--- config.mk ---
export PLATFORM = sky130hd
export DESIGN_NAME = address_aligner
export DESIGN_NICKNAME = d
export VERILOG_FILES = /design/src/rtl/address_aligner.sv
export SDC_FILE = /design/constraint.sdc
export NUM_CORES = 1
export LEC_CHECK = 0
export ABC_AREA = 1
export ABC_CLOCK_PERIOD_IN_PS = 1780
export CAP_MARGIN = 20
export CELL_PAD_IN_SITES_DETAIL_PLACEMENT = 1
export CELL_PAD_IN_SITES_GLOBAL_PLACEMENT = 1
export CORE_MARGIN = 1.5
export CORE_UTILIZATION = 44
export CTS_CLUSTER_SIZE = 10
export DETAILED_ROUTE_END_ITERATION = 10
export DONT_BUFFER_PORTS = 1
export PLACE_DENSITY = 0.79
export SLEW_MARGIN = 10
export SYNTH_ARGS = -nofsm -noshare
export SYNTH_HDL_FRONTEND = slang
export SYNTH_SLANG_ARGS = --single-unit
export TNS_END_PERCENT = 1
--- constraint.sdc ---
create_clock -name clk -period 1.78 [get_ports clk]
set_clock_uncertainty 0.05 [all_clocks]
set_input_delay 0.356 -clock clk [delete_from_list [all_inputs] [get_ports clk]]
set_output_delay 0.356 -clock clk [all_outputs]
set_load 0.01 [all_outputs]
--- src/rtl/address_aligner.sv ---
// Registered address-alignment unit: aligns a byte address to the access size
// (down or up) and reports offset, little-endian byte lanes and address errors.
module address_aligner #(
  parameter int ADDR_W = 32
) (
  input  logic              clk,
  input  logic              rst,
  input  logic              valid_in,
  input  logic [ADDR_W-1:0] dir,
  input  logic [1:0]        size,
  input  logic              round_up,
  output logic              valid_out,
  output logic [ADDR_W-1:0] dirOut,
  output logic [2:0]        offset,
  output logic [3:0]        byte_en,
  output logic              misaligned,
  output logic              wrap
);

  logic [2:0]        mask;
  logic [ADDR_W-1:0] mask_w;
  logic [ADDR_W:0]   sum;
  logic [ADDR_W-1:0] aligned_nxt;
  logic              wrap_nxt;
  logic [2:0]        offset_nxt;
  logic              mis_nxt;
  logic [3:0]        lanes_nxt;

  always_comb begin
    mask = 3'd0;
    case (size)
      2'b00: mask = 3'd0;
      2'b01: mask = 3'd1;
      2'b10: mask = 3'd3;
      2'b11: mask = 3'd7;
      default: mask = 3'd0;
    endcase
    mask_w = {{(ADDR_W-3){1'b0}}, mask};

    // Extra carry bit catches round-up past the top of the address space
    sum         = {1'b0, dir} + {1'b0, mask_w};
    aligned_nxt = round_up ? (sum[ADDR_W-1:0] & ~mask_w) : (dir & ~mask_w);
    wrap_nxt    = round_up & sum[ADDR_W];

    offset_nxt = dir[2:0] & mask;
    mis_nxt    = |offset_nxt;

    lanes_nxt = 4'b0000;
    case (size)
      2'b00:   lanes_nxt = 4'b0001 << dir[1:0];
      2'b01:   lanes_nxt = dir[1] ? 4'b1100 : 4'b0011;
      default: lanes_nxt = 4'b1111;
    endcase
    if (mis_nxt)
      lanes_nxt = 4'b0000;
  end

  always_ff @(posedge clk or posedge rst) begin
    if (rst) begin
      valid_out  <= 1'b0;
      dirOut     <= '0;
      offset     <= 3'd0;
      byte_en    <= 4'd0;
      misaligned <= 1'b0;
      wrap       <= 1'b0;
    end else begin
      valid_out <= valid_in;
      if (valid_in) begin
        dirOut     <= aligned_nxt;
        offset     <= offset_nxt;
        byte_en    <= lanes_nxt;
        misaligned <= mis_nxt;
        wrap       <= wrap_nxt;
      end
    end
  end

endmodule

* Word-level counts from Yosys, hierarchy flattened
Index checks and enable logic that the tools add are counted.
** Storage, ports and cells
- Bits of input ports :: 38
- Register bits :: 42
** Cells by class
- Reductions and logical operators :: 2
- Equality and inequality tests :: 3
- Bitwise gates (word level) :: 5
- Add/sub/neg operators :: 1
- Shifts and indexed selects :: 1
- Muxes and demuxes :: 5
** Operator list (number)
- $and A32 B32 Y32 :: 2
- $add A32 B3 Y33 :: 1
- $mux W32 :: 1
- $not A3 Y32 :: 1
- $pmux W3 S4 :: 1
- $mux W4 :: 2
- $pmux W4 S2 :: 1
- $eq A2 B2 Y1 const B :: 2
- $shl A1 B2 Y4 const A :: 1
- $and A3 B3 Y3 :: 1
- $reduce_or A3 Y1 :: 1
- $eq A2 B1 Y1 const B :: 1
- $logic_not A2 Y1 :: 1
- $and A1 B1 Y1 :: 1

* Logic depth before layout (Yosys ltp)
Gate-level depths: netlist of run 1.
- Depth in word-level cells :: 5
- Mapped depth :: 14
- Depth with buffers taken out :: 14

* Worst setup path before layout of run 1
No wires, ideal clock.
- Path type :: input to register
- Start point :: input port size[1]
- End point :: register dirOut[28]
- Library setup time :: 117 ps
- Slack :: -146 ps
- Data required time :: 1613 ps
- Stages on the path :: 13
- Arrival :: 1759 ps
- Path through :: nor2_1 -> inv_1 -> ha_1 -> inv_1 -> fa_1 -> inv_1 -> nand3_1 -> nand2_1 -> nand4_1 -> clkinv_2 -> nand3_1 -> nand3_1 -> nand2_1
** Between the ends
- Longest elaborated chain between the ends :: 5
- Elaborated cells on any way between the ends :: 8
** RTL lines
- start: declaration :: RTL line 10 : input logic [1:0] size,
- $eq A2 B2 Y1, or another cell as far along :: RTL line 31 : case (size)
- $pmux W3 S4 * :: RTL line 31
- $add A32 B3 Y33 * :: RTL line 41 : sum = {1'b0, dir} + {1'b0, mask_w};
- $and A32 B32 Y32 * :: RTL line 42 : aligned_nxt = round_up ? (sum[ADDR_W-1:0] & ~mask_w) : (dir & ~mask_w);
- $mux W32 * :: RTL line 42
- end signal: assignment :: RTL line 69 : dirOut <= aligned_nxt;
- end: declaration :: RTL line 13 : output logic [ADDR_W-1:0] dirOut,
Mark *: on every way between the ends. The rest lies on a longest branch, timed or not.
A chain may end at the register's enable or synchronous reset.

* Final worst setup path of run 1
- Start point :: input port size[0]
- End point :: register dirOut[14]
Same word-level chain as after synthesis.

==> reports/results.tsv, run 1 <==
stage	metric	value	unit
clock_network	cts_hold_buf	0	
clock_network	insertion_delay	0.30	ns
pwr	vdd_drop_max	380	µV
pwr	power_density	784	nW/µm²
yosys	syn_area	2680	µm²
routing	drtIter0Drc	126	
setup_path	crit_path_end_kind	flip-flop	
floorplan	start_util	45.6	%
clock_network	numCtsBuffers	5	
placed_design	gp_congestion	0.864	
floorplan	core	5890	µm²
yosys	synth_commonest_cells	140 x nand2_1, 45 x nand3_1, 44 x inv_1, 42 x dfrtp_1, 35 x nor2_1	
cells_and_area	drive_gt1_share	14.1	%
setup_path	start_kind	primary input	
pwr	pwr-share-clk	39.3	%
pwr	switchingPower	650	µW
setup_path	cp.arrival	1.86	ns
worst_hold_path	hold_class	in2async	
routing	routedWlPerCell	17.2	µm
routing	routed_wl	8130	µm
setup_path	critical_path_required	1.92	ns
yosys	synth_top_area_cell	dfrtp_1	
cells_and_area	fillerInstances	780	
sta	report.final.slew_viol_count	0	
sta	timing.hold.ws	0.0123	ns
job	cap_viol_max_count	0	
sta	max_freq	583	MHz
cells_and_area	stdcell_count	472	
sta	min_period_over_period	96.4	%
routing	ant_nets	0	
routing	drt-pass1-iter-count	4	
global_routing	antenna_found_initial	0	
setup_path	critPathKind	in2reg	
global_routing	grt_pass1_vias	2728	
yosys	postSynthNetCount	426	
placed_design	dp_hpwl	5990	µm
clock_network	root_buffer	clkbuf_8	
cells_and_area	area_delta_synth_final	14.8	%
sta	finalHoldViolCount	0	
floorplan	die_h	81.1	µm
sta	rsz0062_at_grt	true	
cells_and_area	final_nets	438	
cells_and_area	antennaDiodeCount	0	
routing	vias_per_cell	5.51	
placed_design	io_buffers	0	
yosys	synth.area.top_cells	dfrtp_1 39%, nand2_1 20%, nand3_1 8.4%, inv_1 6.2%, nor2_1 4.9%	
global_routing	grt_pass1_wl	13100	µm
yosys	synth_cell_types	37	
pwr	swShare	26.9	%
clock_network	cts_tree	built	
global_routing	grt_max_degree	49	
yosys	synth.avg_cell_area	6.98	µm²
clock_network	htreeDepth	2	
sta	slew_headroom	63.7	%
sta	final.min_clock_period	1.72	ns
floorplan	die_w	81.1	µm
yosys	synth_edf_count	0	
setup_path	r2r_slack	0.89	ns
yosys	netlist.area_leader.share	39.2	%
pwr	p_leak	0.00151	µW
routing	num_vias	2603	
yosys	async_flop_share	100	%
pwr	pwr-share-seq	47.3	%
yosys	synth_seq_cells	42	
global_routing	gr-usage-all-layers	26.0	%
floorplan	dieArea	6570	µm²
routing	drc	0	
yosys	post-synth-top-count-cell	nand2_1	
clock_network	clk_pin_slew	0.09	ns
sta	setup_viol	0	
status	status	completed	
clock_network	cts_max_path_buffers	2	
setup_path	cp_max_fo	5	
floorplan	ioPinCount	80	
floorplan	rows	28	
global_routing	overflow	0	
yosys	postSynthCellCount	384	
yosys	synth_warnings	0	
yosys	yosysSeqAreaShare	39.2	%
sta	worstMarginPinSlew	0.545	ns
clock_network	cts.sinks	42	
yosys	synthFlopType	dfrtp_1	
placed_design	placed_cells	462	
pwr	combPwrFrac	13.4	%
pwr	power.internal	1770	µW
## layout by cell type (no fill, tap or decap), types with 2 or more instances in the layout
master	n
clkbuf_8	6
nand2_4	3
a21oi_1	7
xor2_1	4
o21ai_1	2
nand2_2	4
nor2_1	34
bufinv_16	2
nand3_1	39
or2_2	3
nand2_1	135
nor3_1	4
inv_1	40
inv_2	3
dfrtp_1	42
buf_4	13
nand4_1	7
o21ai_0	10
nor2_4	6
o21bai_1	5
nand3_2	6
ha_4	2
## layout make-up
type / count / area, µm² / share of cell area [%]
flip-flops and latches: 42 / 1050 / 34.1
inverters: 45 / 170 / 5.53
clock inverters: 2 / 60.1 / 1.95
repair buffers: 14 / 118 / 3.82
well taps: 75 / 93.8 / 3.05
multi-input cells: 288 / 1500 / 48.8
clock buffers: 6 / 82.6 / 2.68
## metal layers
| metal | track usage [%] | part of all wire [%] | vias to the layer above |
|---|---|---|---|
| li1 | - | - | 1239 |
| met1 | 32.2 | 43 | 1279 |
| met2 | 43.1 | 48 | 72 |
| met3 | 7.64 | 7.3 | 13 |
| met4 | 8.79 | 1.6 | 0 |
| met5 | 0 | 0 | - |
## power by group through the flow
stage,logic [µW],registers [µW],clock network [µW]
5_1_grt,374,1160,1020
6_report,324,1140,950
4_1_cts,306,1140,964
3_5_place_dp,301,1160,0
2_1_floorplan,234,1140,0
3_3_place_gp,289,1160,0
## worst max-delay path, cell delays in order
cell and delay (ns):
nor2_4 0.02, inv_2 0.06, ha_4 0.14, inv_2 0.04, fa_2 0.36, inv_2 0.07, nand3_2 0.09, nand2_4 0.11
nand4_1 0.21, clkinv_2 0.18, nand3_2 0.09, nand3_2 0.09, nand2_1 0.05
## flip-flops by register name (all words and copies together), names as in the netlist
signal,count
byte_en,4
dirOut,32
misaligned,1
offset,3
valid_out,1
wrap,1
## kinds of logic (layout without fill, tap and decap cells)
kind of cell               count (synthesis)  in the layout  synth area share, %
and+or+nand+nor                          249            249                 42.1
buffers and inverters                     54             67                 8.12
DFF                                       42             42                 39.2
AOI/OAI and AO/OA                         30             30                 6.77
xor gates and xnor gates                   5              5                 1.63
adders and majority gates                  4              4                 2.15
## final timing paths
check	startpoint	end	cells past startpoint
worst max-delay path	size[0]	dirOut[14]	13
worst min-delay path	rst	dirOut[6]	2
worst max register to register	dirOut[31]	dirOut[31]	4
worst min register to register	dirOut[11]	dirOut[11]	2
max in group asynchronous	rst	dirOut[25]	2
min in group clk	valid_in	valid_out	0
## stage by stage
stage / setup slack [ns] / setup TNS (ns) / instance area (µm²) / total power, µW / utilization, %
2_1_floorplan: -0.0739 / -0.449 / 2690 / 1380 / -
3_3_place_gp: -0.235 / -2.53 / 2840 / 1450 / 48.2
3_5_place_dp: -0.289 / -3.59 / 2840 / 1460 / 48.2
4_1_cts: 0.00173 / 0 / 2980 / 2410 / 50.6
5_1_grt: -0.0432 / -0.113 / 3080 / 2550 / 52.3
6_report: 0.0640 / 0 / 3080 / 2420 / 52.3
## timing repair
| item | CTS | global route |
|---|---|---|
| resized for setup | 0 | 18 |
| setup endpoints to repair | 0 | 17 |
| buffers inserted | 0 | 2 |
No activity file was read; power rests on OpenSTA's default activity.
==> inputs of run 2 (changes only) <==
Settings changed: CORE_ASPECT_RATIO set to 1.4, HOLD_SLACK_MARGIN set to 0.12.
==> reports/results.tsv, run 2 (same netlist as run 1, synthesis figures left out) <==
stage	metric	value	unit	change
pwr	power	2270	µW	-6.1%
clock_network	clk_pin_slew	0.08	ns	about the same
worst_hold_path	min_from	valid_in		
setup_path	rr_endpoint	dirOut[31]		
global_routing	grt_max_degree	30		-39%
routing	routedWlPerCell	18.2	µm	+5.3%
sta	rsz0062_at_grt	false		
setup_path	critPathKind	in2reg		
setup_path	rr_startpoint	dirOut[31]		
sta	worstMarginPinSlew	0.693	ns	+0.148 ns
floorplan	start_util	45.7	%	+0.17 points
setup_path	cp_slowest_cell	fa_2		
pwr	p_leak	0.00154	µW	+1.6%
cells_and_area	final_nets	446		+1.8%
status	status	completed		
clock_network	cts_max_path_buffers	2		unchanged
clock_network	htreeDepth	2		unchanged
clock_network	cts_tree	built		
setup_path	critical_path_required	1.91	ns	about the same
routing	met3_length	462	µm	-22%
setup_path	crit_family	adder cells		
routing	drtIter0Drc	156		+24%
routing	drc	0		unchanged
worst_hold_path	min_path_cells	2		
routing	vias_per_cell	5.46		-0.92%
setup_path	critPathMaxStageDelay	0.33	ns	-0.03 ns
worst_hold_path	hold_class	in2reg		
sta	finalHoldViolCount	0		unchanged
clock_network	numCtsBuffers	5		unchanged
global_routing	overflow	0		unchanged
floorplan	die_h	95.4	µm	+18%
setup_path	worst-path-buf-inv	4		unchanged
routing	met1_length	3230	µm	-7.2%
sta	min_period_over_period	92.4	%	-4.0 points
cells_and_area	reg.largest.list	dirOut x32, byte_en x4, offset x3		
clock_network	insertion_delay	0.29	ns	about the same
floorplan	dieArea	6580	µm²	about the same
cells_and_area	mostFrequentLayoutCell	nand2_1		
cells_and_area	most-common-layout-cells	138 x nand2_1, 42 x dfrtp_1, 40 x inv_1, 38 x nand3_1, 34 x nor2_1		
job	cap_viol_max_count	0		unchanged
setup_path	path_common_cell	inv_2		
sta	report.final.slew_viol_count	0		unchanged
setup_path	path_cells	nor2_4 > inv_2 > ha_4 > inv_2 > fa_2 > inv_2 > nand3_2 > nand2_4 > nand4_1 > buf_4 > xor2_1 > o21ai_1		
floorplan	rows	33		+18%
routing	num_vias	2590		-0.50%
setup_path	start_kind	primary input		
clock_network	root_buffer	clkbuf_8		
cells_and_area	area_delta_synth_final	15.1	%	
routing	highest_layer	met4		
sta	final.min_clock_period	1.64	ns	-0.0720 ns
setup_path	crit_path_end_kind	flip-flop		
global_routing	gr-usage-all-layers	28.3	%	+2.3 points
placed_design	gp_congestion	0.892		+3.2%
global_routing	antenna_found_initial	0		unchanged
cells_and_area	largest_reg_flops	32		unchanged
setup_path	cp.arrival	1.78	ns	-0.08 ns
sta	max_freq	608	MHz	+4.4%
floorplan	die_w	69.0	µm	-15%
pwr	power_density	735	nW/µm²	-6.3%
sta	slew_headroom	53.5	%	-10 points
global_routing	grt_pass1_wl	13700	µm	+4.5%
floorplan	core	5860	µm²	-0.38%
setup_path	r2r_cells	4		unchanged
setup_path	cp_max_fo	8		+3
routing	wl_met2	4690	µm	+19%
routing	drt-pass1-iter-count	4		unchanged
global_routing	grt_pass1_vias	2863		+4.9%
setup_path	r2r_slack	0.89	ns	about the same
sta	setup_viol	0		unchanged
routing	ant_nets	0		unchanged
pwr	vdd_drop_max	326	µV	-14%
cells_and_area	drive_gt1_share	14.1	%	about the same
floorplan	ioPinCount	80		unchanged
worst_hold_path	min_to	dirOut[28]		
routing	routed_wl	8610	µm	+5.8%
placed_design	io_buffers	0		unchanged
sta	timing.hold.ws	0.133	ns	+0.121 ns
cells_and_area	antennaDiodeCount	0		unchanged
placed_design	dp_hpwl	6620	µm	+11%
cells_and_area	regMostFlops	dirOut		
clock_network	cts.sinks	42		unchanged
==> run 2: metal layers <==
| metal | vias to the layer above | GRT usage [%] |
|---|---|---|
| met5 | - | 0 |
| met4 | 0 | 11.1 |
| met3 | 15 | 5.67 |
| met2 | 69 | 52.7 |
| met1 | 1255 | 30.0 |
| li1 | 1251 | - |
==> run 2: how the worst max path moves through the flow <==
stage	startpoint	endpoint	slack, ns	depth (start not counted)
final	size[1]	dirOut[12]	0.14	12
after global routing	size[0]	dirOut[19]	0.01	12
after CTS	size[1]	dirOut[28]	0.02	13
after detailed placement	size[1]	dirOut[20]	-0.34	13
after global placement	size[1]	dirOut[14]	-0.22	13
after floorplan	size[1]	dirOut[28]	-0.07	13
==> run 2: stage by stage <==
stage	setup slack (ns)	setup TNS, ns	utilization (%)	area (µm²)	std cells
finish	0.136	0	52.6	3090	474
global route	0.0109	0	52.6	3090	474
CTS	0.0162	0	52.0	3050	472
detailed placement	-0.343	-4.48	48.8	2860	461
global placement	-0.221	-2.31	48.8	2860	461
floorplan	-0.0739	-0.449	-	2690	384
==> run 2: timing repair <==
| item | CTS | global route |
|---|---|---|
| gates resized for setup | 11 | 3 |
| setup buffers | 2 | 2 |
| endpoints found under the setup margin | 2 | 7 |
| pin swaps | 9 | 8 |
| hold endpoints to repair | 18 | 1 |
| hold buffers | 2 | 1 |
==> run 2: report_power, final <==
| part | leakage, µW | internal [µW] | switching [µW] |
|---|---|---|---|
| Clock | 0.0000573 | 449 | 340 |
| Combinational | 0.000961 | 135 | 201 |
| Sequential | 0.000518 | 1040 | 104 |
| Total | 0.00154 | 1620 | 644 |
==> run 2: cell type report <==
| class | instances | area, µm² |
|---|---|---|
| clock inverters | 1 | 30.0 |
| inverters | 45 | 170 |
| fillers | 757 | 2780 |
| multi-input cells | 288 | 1480 |
| repair buffers | 22 | 185 |
| well taps | 70 | 87.6 |
| flip-flops and latches | 42 | 1050 |
| clock buffers | 6 | 82.6 |
==> inputs of run 3 (changes only) <==
Settings changed: ABC_CLOCK_PERIOD_IN_PS 1780 to 1600, CTS_CLUSTER_DIAMETER set to 200.
Clock period 1.78 ns to 1.6 ns, I/O delays scaled along.
==> reports/results.tsv, run 3 (same netlist as run 1, synthesis figures left out) <==
stage	metric	value	unit	change
global_routing	grt_max_degree	31		+3.3%
sta	slew_headroom	56.6	%	+3.1 points
global_routing	grt_pass1_vias	2839		-0.84%
floorplan	ioPinCount	80		unchanged
setup_path	critPathKind	in2reg		
clock_network	root_buffer	clkbuf_8		
sta	final.min_clock_period	1.61	ns	
setup_path	worst-path-buf-inv	4		unchanged
floorplan	rows	33		unchanged
cells_and_area	fillerInstances	763		+0.79%
global_routing	grt_pass1_wl	13200	µm	-3.3%
global_routing	overflow	0		unchanged
floorplan	start_util	45.7	%	unchanged
cells_and_area	largest_reg_flops	32		unchanged
sta	setup_viol	2		+2
setup_path	cp_slowest_cell	fa_2		
cells_and_area	reg.largest.list	dirOut x32, byte_en x4, offset x3		
placed_design	placed_cells	464		+0.65%
cells_and_area	regArea	1050	µm²	unchanged
setup_path	rr_endpoint	offset[0]		
setup_path	cp_max_fo	5		-3
setup_path	r2r_slack	0.34	ns	-0.55 ns
routing	drtIter0Drc	77		-51%
routing	drt-pass1-iter-count	4		unchanged
status	violations	setup timing		
sta	setup_ws	-0.0102	ns	-0.146 ns
routing	drc	0		unchanged
cells_and_area	multiInputGateArea	1500	µm²	+1.4%
routing	routedWlPerCell	17.7	µm	-2.8%
global_routing	antenna_found_initial	0		unchanged
floorplan	die_w	69.0	µm	unchanged
setup_path	cp.arrival	1.74	ns	-0.04 ns
global_routing	gr-usage-all-layers	27.2	%	-1.0 points
routing	num_vias	2616		+1.0%
floorplan	dieArea	6580	µm²	unchanged
pwr	p_leak	0.00156	µW	+1.7%
placed_design	gp_congestion	0.908		+1.8%
sta	min_period_over_period	101	%	
sta	max_freq	621	MHz	
setup_path	critPathMaxStageDelay	0.33	ns	about the same
clock_network	cts_tree	built		
worst_hold_path	min_to	dirOut[22]		
job	cap_viol_max_count	0		unchanged
setup_path	r2r_cells	3		-1
setup_path	start_kind	primary input		
cells_and_area	area_delta_synth_final	17.8	%	
clock_network	numCtsBuffers	5		unchanged
cells_and_area	regMostFlops	dirOut		
placed_design	dp_hpwl	6390	µm	-3.5%
cells_and_area	drive_gt1_share	16.7	%	+2.6 points
setup_path	critical_path_required	1.73	ns	-0.18 ns
cells_and_area	mostFrequentLayoutCell	nand2_1		
placed_design	dpl-instance-area	2900	µm²	+1.2%
setup_path	crit_path_end_kind	flip-flop		
routing	routed_wl	8510	µm	-1.1%
routing	ant_nets	0		unchanged
clock_network	clk_pin_slew	0.08	ns	about the same
cells_and_area	finalInstanceArea	3160	µm²	+2.3%
floorplan	core	5860	µm²	unchanged
sta	report.final.slew_viol_count	0		unchanged
setup_path	cp-startpoint	size[0]		
status	status	complete, but fails checks		
cells_and_area	most-common-layout-cells	136 x nand2_1, 42 x dfrtp_1, 40 x inv_1, 38 x nand3_1, 31 x nor2_1		
setup_path	rr_startpoint	offset[0]		
setup_path	path_common_cell	inv_2		
cells_and_area	antennaDiodeCount	0		unchanged
clock_network	htreeDepth	2		unchanged
setup_path	path_cells	nor2_4 > inv_2 > ha_4 > inv_2 > fa_2 > inv_2 > nand3_2 > nand2_4 > nand4_1 > buf_4 > xor2_1 > o21ai_1		
clock_network	cts.sinks	42		unchanged
setup_path	crit_family	adder cells		
pwr	vdd_drop_max	407	µV	+25%
worst_hold_path	hold_class	in2reg		
routing	vias_per_cell	5.43		-0.67%
floorplan	die_h	95.4	µm	unchanged
clock_network	insertion_delay	0.29	ns	about the same
worst_hold_path	min_path_cells	2		unchanged
cells_and_area	final_nets	453		+1.6%
worst_hold_path	min_from	valid_in		
pwr	power_density	756	nW/µm²	+2.9%
sta	rsz0062_at_grt	true		
placed_design	io_buffers	0		unchanged
cells_and_area	stdcell_count	482		+1.7%
sta	finalHoldViolCount	0		unchanged
clock_network	cts_max_path_buffers	2		unchanged
sta	worstMarginPinSlew	0.647	ns	-0.0462 ns
cells_and_area	final_core_util	53.9	%	+1.2 points
-- run 3: cell types whose count changed in the layout (fill, tap and decap cells not counted), moves of 2 or more --
cell     previous run  this run
buf_4              18        23
nor2_2              1         4
nor2_1             34        31
nand2_2             1         3
nand2_1           138       136
-- run 3: cell type report --
cell class                 count  area share, %
multi-input combinational    288           47.5
clock inverter                 2          0.396
timing repair buffer          29           8.00
sequential                    42           33.3
clock buffer                   6           2.61
tap                           70           2.77
inverter                      45           5.39
-- run 3: repair_timing --
action | CTS | global route
hold buffers | 3 | 1
hold endpoints to repair | 35 | 7
endpoints found under the setup margin | 13 | 25
pin swaps | 10 | 11
buffers inserted | 5 | 1
resized for setup | 12 | 8
-- run 3: worst max-delay path by stage --
stage	slack, ns	depth (start not counted)	endpoint
CTS	-0.05	14	dirOut[20]
global route	-0.08	14	dirOut[2]
finish	-0.01	12	dirOut[12]
detailed placement	-0.40	13	dirOut[20]
floorplan	-0.22	13	dirOut[28]
global placement	-0.33	13	dirOut[20]
-- run 3: through the flow --
| step | power (µW) | hold WS (ns) | setup slack [ns] | TNS (ns) |
|---|---|---|---|---|
| floorplan | 1530 | 0.301 | -0.218 | -2.48 |
| global placement | 1630 | 0.177 | -0.334 | -5.90 |
| detailed placement | 1650 | 0.190 | -0.397 | -7.66 |
| CTS | 2410 | -0.0101 | -0.0479 | -0.0886 |
| global route | 2530 | 0.121 | -0.0850 | -0.666 |
| finish | 2390 | 0.122 | -0.0102 | -0.0170 |
-- run 3: power breakdown --
group | total [µW] | internal [µW] | leakage (µW) | switching (µW)
combinational | 398 | 166 | 0.000998 | 232
clock | 720 | 347 | 0.0000472 | 373
sequential | 1270 | 1160 | 0.000518 | 114
total | 2390 | 1670 | 0.00156 | 719
-- run 3: layer usage --
metal | GRT usage [%] | share of wire [%] | up-vias
met5 | 0 | 0 | -
met4 | 12.1 | 4.1 | 0
met3 | 5.67 | 5.2 | 24
met2 | 49.7 | 52 | 76
met1 | 29.1 | 39 | 1246
li1 | - | - | 1270
==> edit (flow settings as in run 3) <==
Change the parameter `ADDR_W` from 32 to 36.
--- a/src/rtl/address_aligner.sv
+++ b/src/rtl/address_aligner.sv
@@ -3,3 +3,3 @@
 module address_aligner #(
-  parameter int ADDR_W = 32
+  parameter int ADDR_W = 36
 ) (
Ports: changed (resized dir and dirOut); port bits go from 80 to 88. The function was not compared with the original's and may differ.
==> edit against run 3 <==
- the run ends with negative hold slack left
- sequential share of layout area increased by 0.52 points
- sequential cell count increased by 4
- sequential power increased by 9%
- total power increased by 11%
- worst setup slack improved by 0.087 ns
- wire length increased by 9.9%
- maximum frequency increased by 5.7%
- cell area increased by 7.8%
- area after synthesis increased by 10%
==> edit: results <==
metrics = {
    "clocking": {
        "clkTransAtPathRegs_ns": 0.09,
        "ctsResizeCount": 1,
        "cts_inserted_buffers": 5,
        "ctsHoldBuffers": 4,
        "insertion_delay_ns": 0.29,
        "cts_setup_buffers": 0,
    },
    "sta": {
        "post-route-period-util": 0.952,
        "finalHoldViolations": 1,
        "tns_ns": 0,
        "hold_slack_ns": -0.00662,
        "slew_headroom": 0.699,
    },
    "placement": {
        "dp_hpwl_um": 7290,
        "gp_congestion": 0.924,
        "placed_cells": 513,
        "postPlaceCellArea_um2": 3210,
        "place_ws_ns": -0.330,
    },
    "setup_path": {
        "r2r_start": "dirOut[35]$_DFFE_PP0P_",
        "regToRegEndpoint": "dirOut[35]$_DFFE_PP0P_",
        "cp_slowest_stage_delay_ns": 0.35,
        "cp_top_family": "simple AND/OR/NAND/NOR gates",
        "r2r_cells": 4,
        "cp.arrival_ns": 1.67,
        "crit_path_end": "dirOut[16]$_DFFE_PP0P_",
        "slowest_stage": "fa_2",
        "ff2ff_setup_slack_ns": 0.76,
        "crit_path_start": "size[0]",
        "path_max_fanout": 6,
    },
    "synthesis": {
        "ys_types": 36,
        "ys_seq_area_frac": 0.390,
        "synth_flop_cell": "dfrtp_1",
        "synthTopCellsByCount": "nand2_1 (153), dfrtp_1 (46), nand3_1 (46), nor2_1 (44), inv_1 (43)",
        "synth_nets": 476,
        "synth.area.top_cells": "dfrtp_1 (39%), nand2_1 (19%), nand3_1 (7.8%), nor2_1 (5.6%), inv_1 (5.5%)",
        "syn_inst": 430,
    },
    "final_layout": {
        "fill_cells": 872,
        "n_antenna_cell": 0,
        "drive_gt1_frac": 0.156,
        "largest_registers": "dirOut x36, byte_en x4, offset x3",
        "utilization": 0.522,
        "stdcell_count": 528,
        "final_net_count": 499,
    },
    "detailed_routing": {
        "wirelength_um": 9350,
        "drtIter0Drc": 115,
        "vias_per_cell": 5.53,
    },
    "run_status": {
        "outcome": "complete, but fails checks",
        "violations": "negative hold slack",
    },
    "worst_hold_path": {
        "min_from": "valid_in",
        "hold_depth": 0,
        "min_to": "valid_out$_DFF_PP0_",
    },
    "global_routing": {
        "antenna_found_initial": 0,
        "grt_pass1_vias": 3099,
        "grt.total_usage": 0.270,
        "grt_pass1_wl_um": 15000,
        "grt_max_degree": 47,
    },
    "pwr": {
        "p_leak_nw": 1.65,
        "peakVddDrop_uv": 374,
    },
}
==> edit: report_power, final <==
group          switching [mW]  leakage, nW  internal [mW]
Combinational           0.230         1.03          0.158
Sequential              0.127        0.565           1.27
Clock                   0.413       0.0579          0.460
Total                   0.770         1.65           1.88
==> edit: cell families (layout without fill, tap and decap cells) <==
logic type      after synthesis  after routing  synth area share
xor+xnor                      7              7            0.0208
buf+inv                      58             82            0.0776
simple gates                281            281             0.421
flops                        46             46             0.390
fa+ha+maj                     4              4            0.0195
compound gates               34             34            0.0704
==> edit: cell type report <==
type                       instances  area share
multi-input combinational        326       0.486
sequential                        46       0.338
timing repair buffer              26      0.0639
inverter                          48      0.0533
tap                               74      0.0272
clock buffer                       5      0.0202
clock inverter                     3      0.0118
==> edit: per-layer routing <==
metal	global-route usage	vias up	routed length, um
met5	0	-	0
met4	0.135	0	415
met3	0.0572	23	460
met2	0.518	75	5150
met1	0.266	1413	3320
li1	-	1408	-
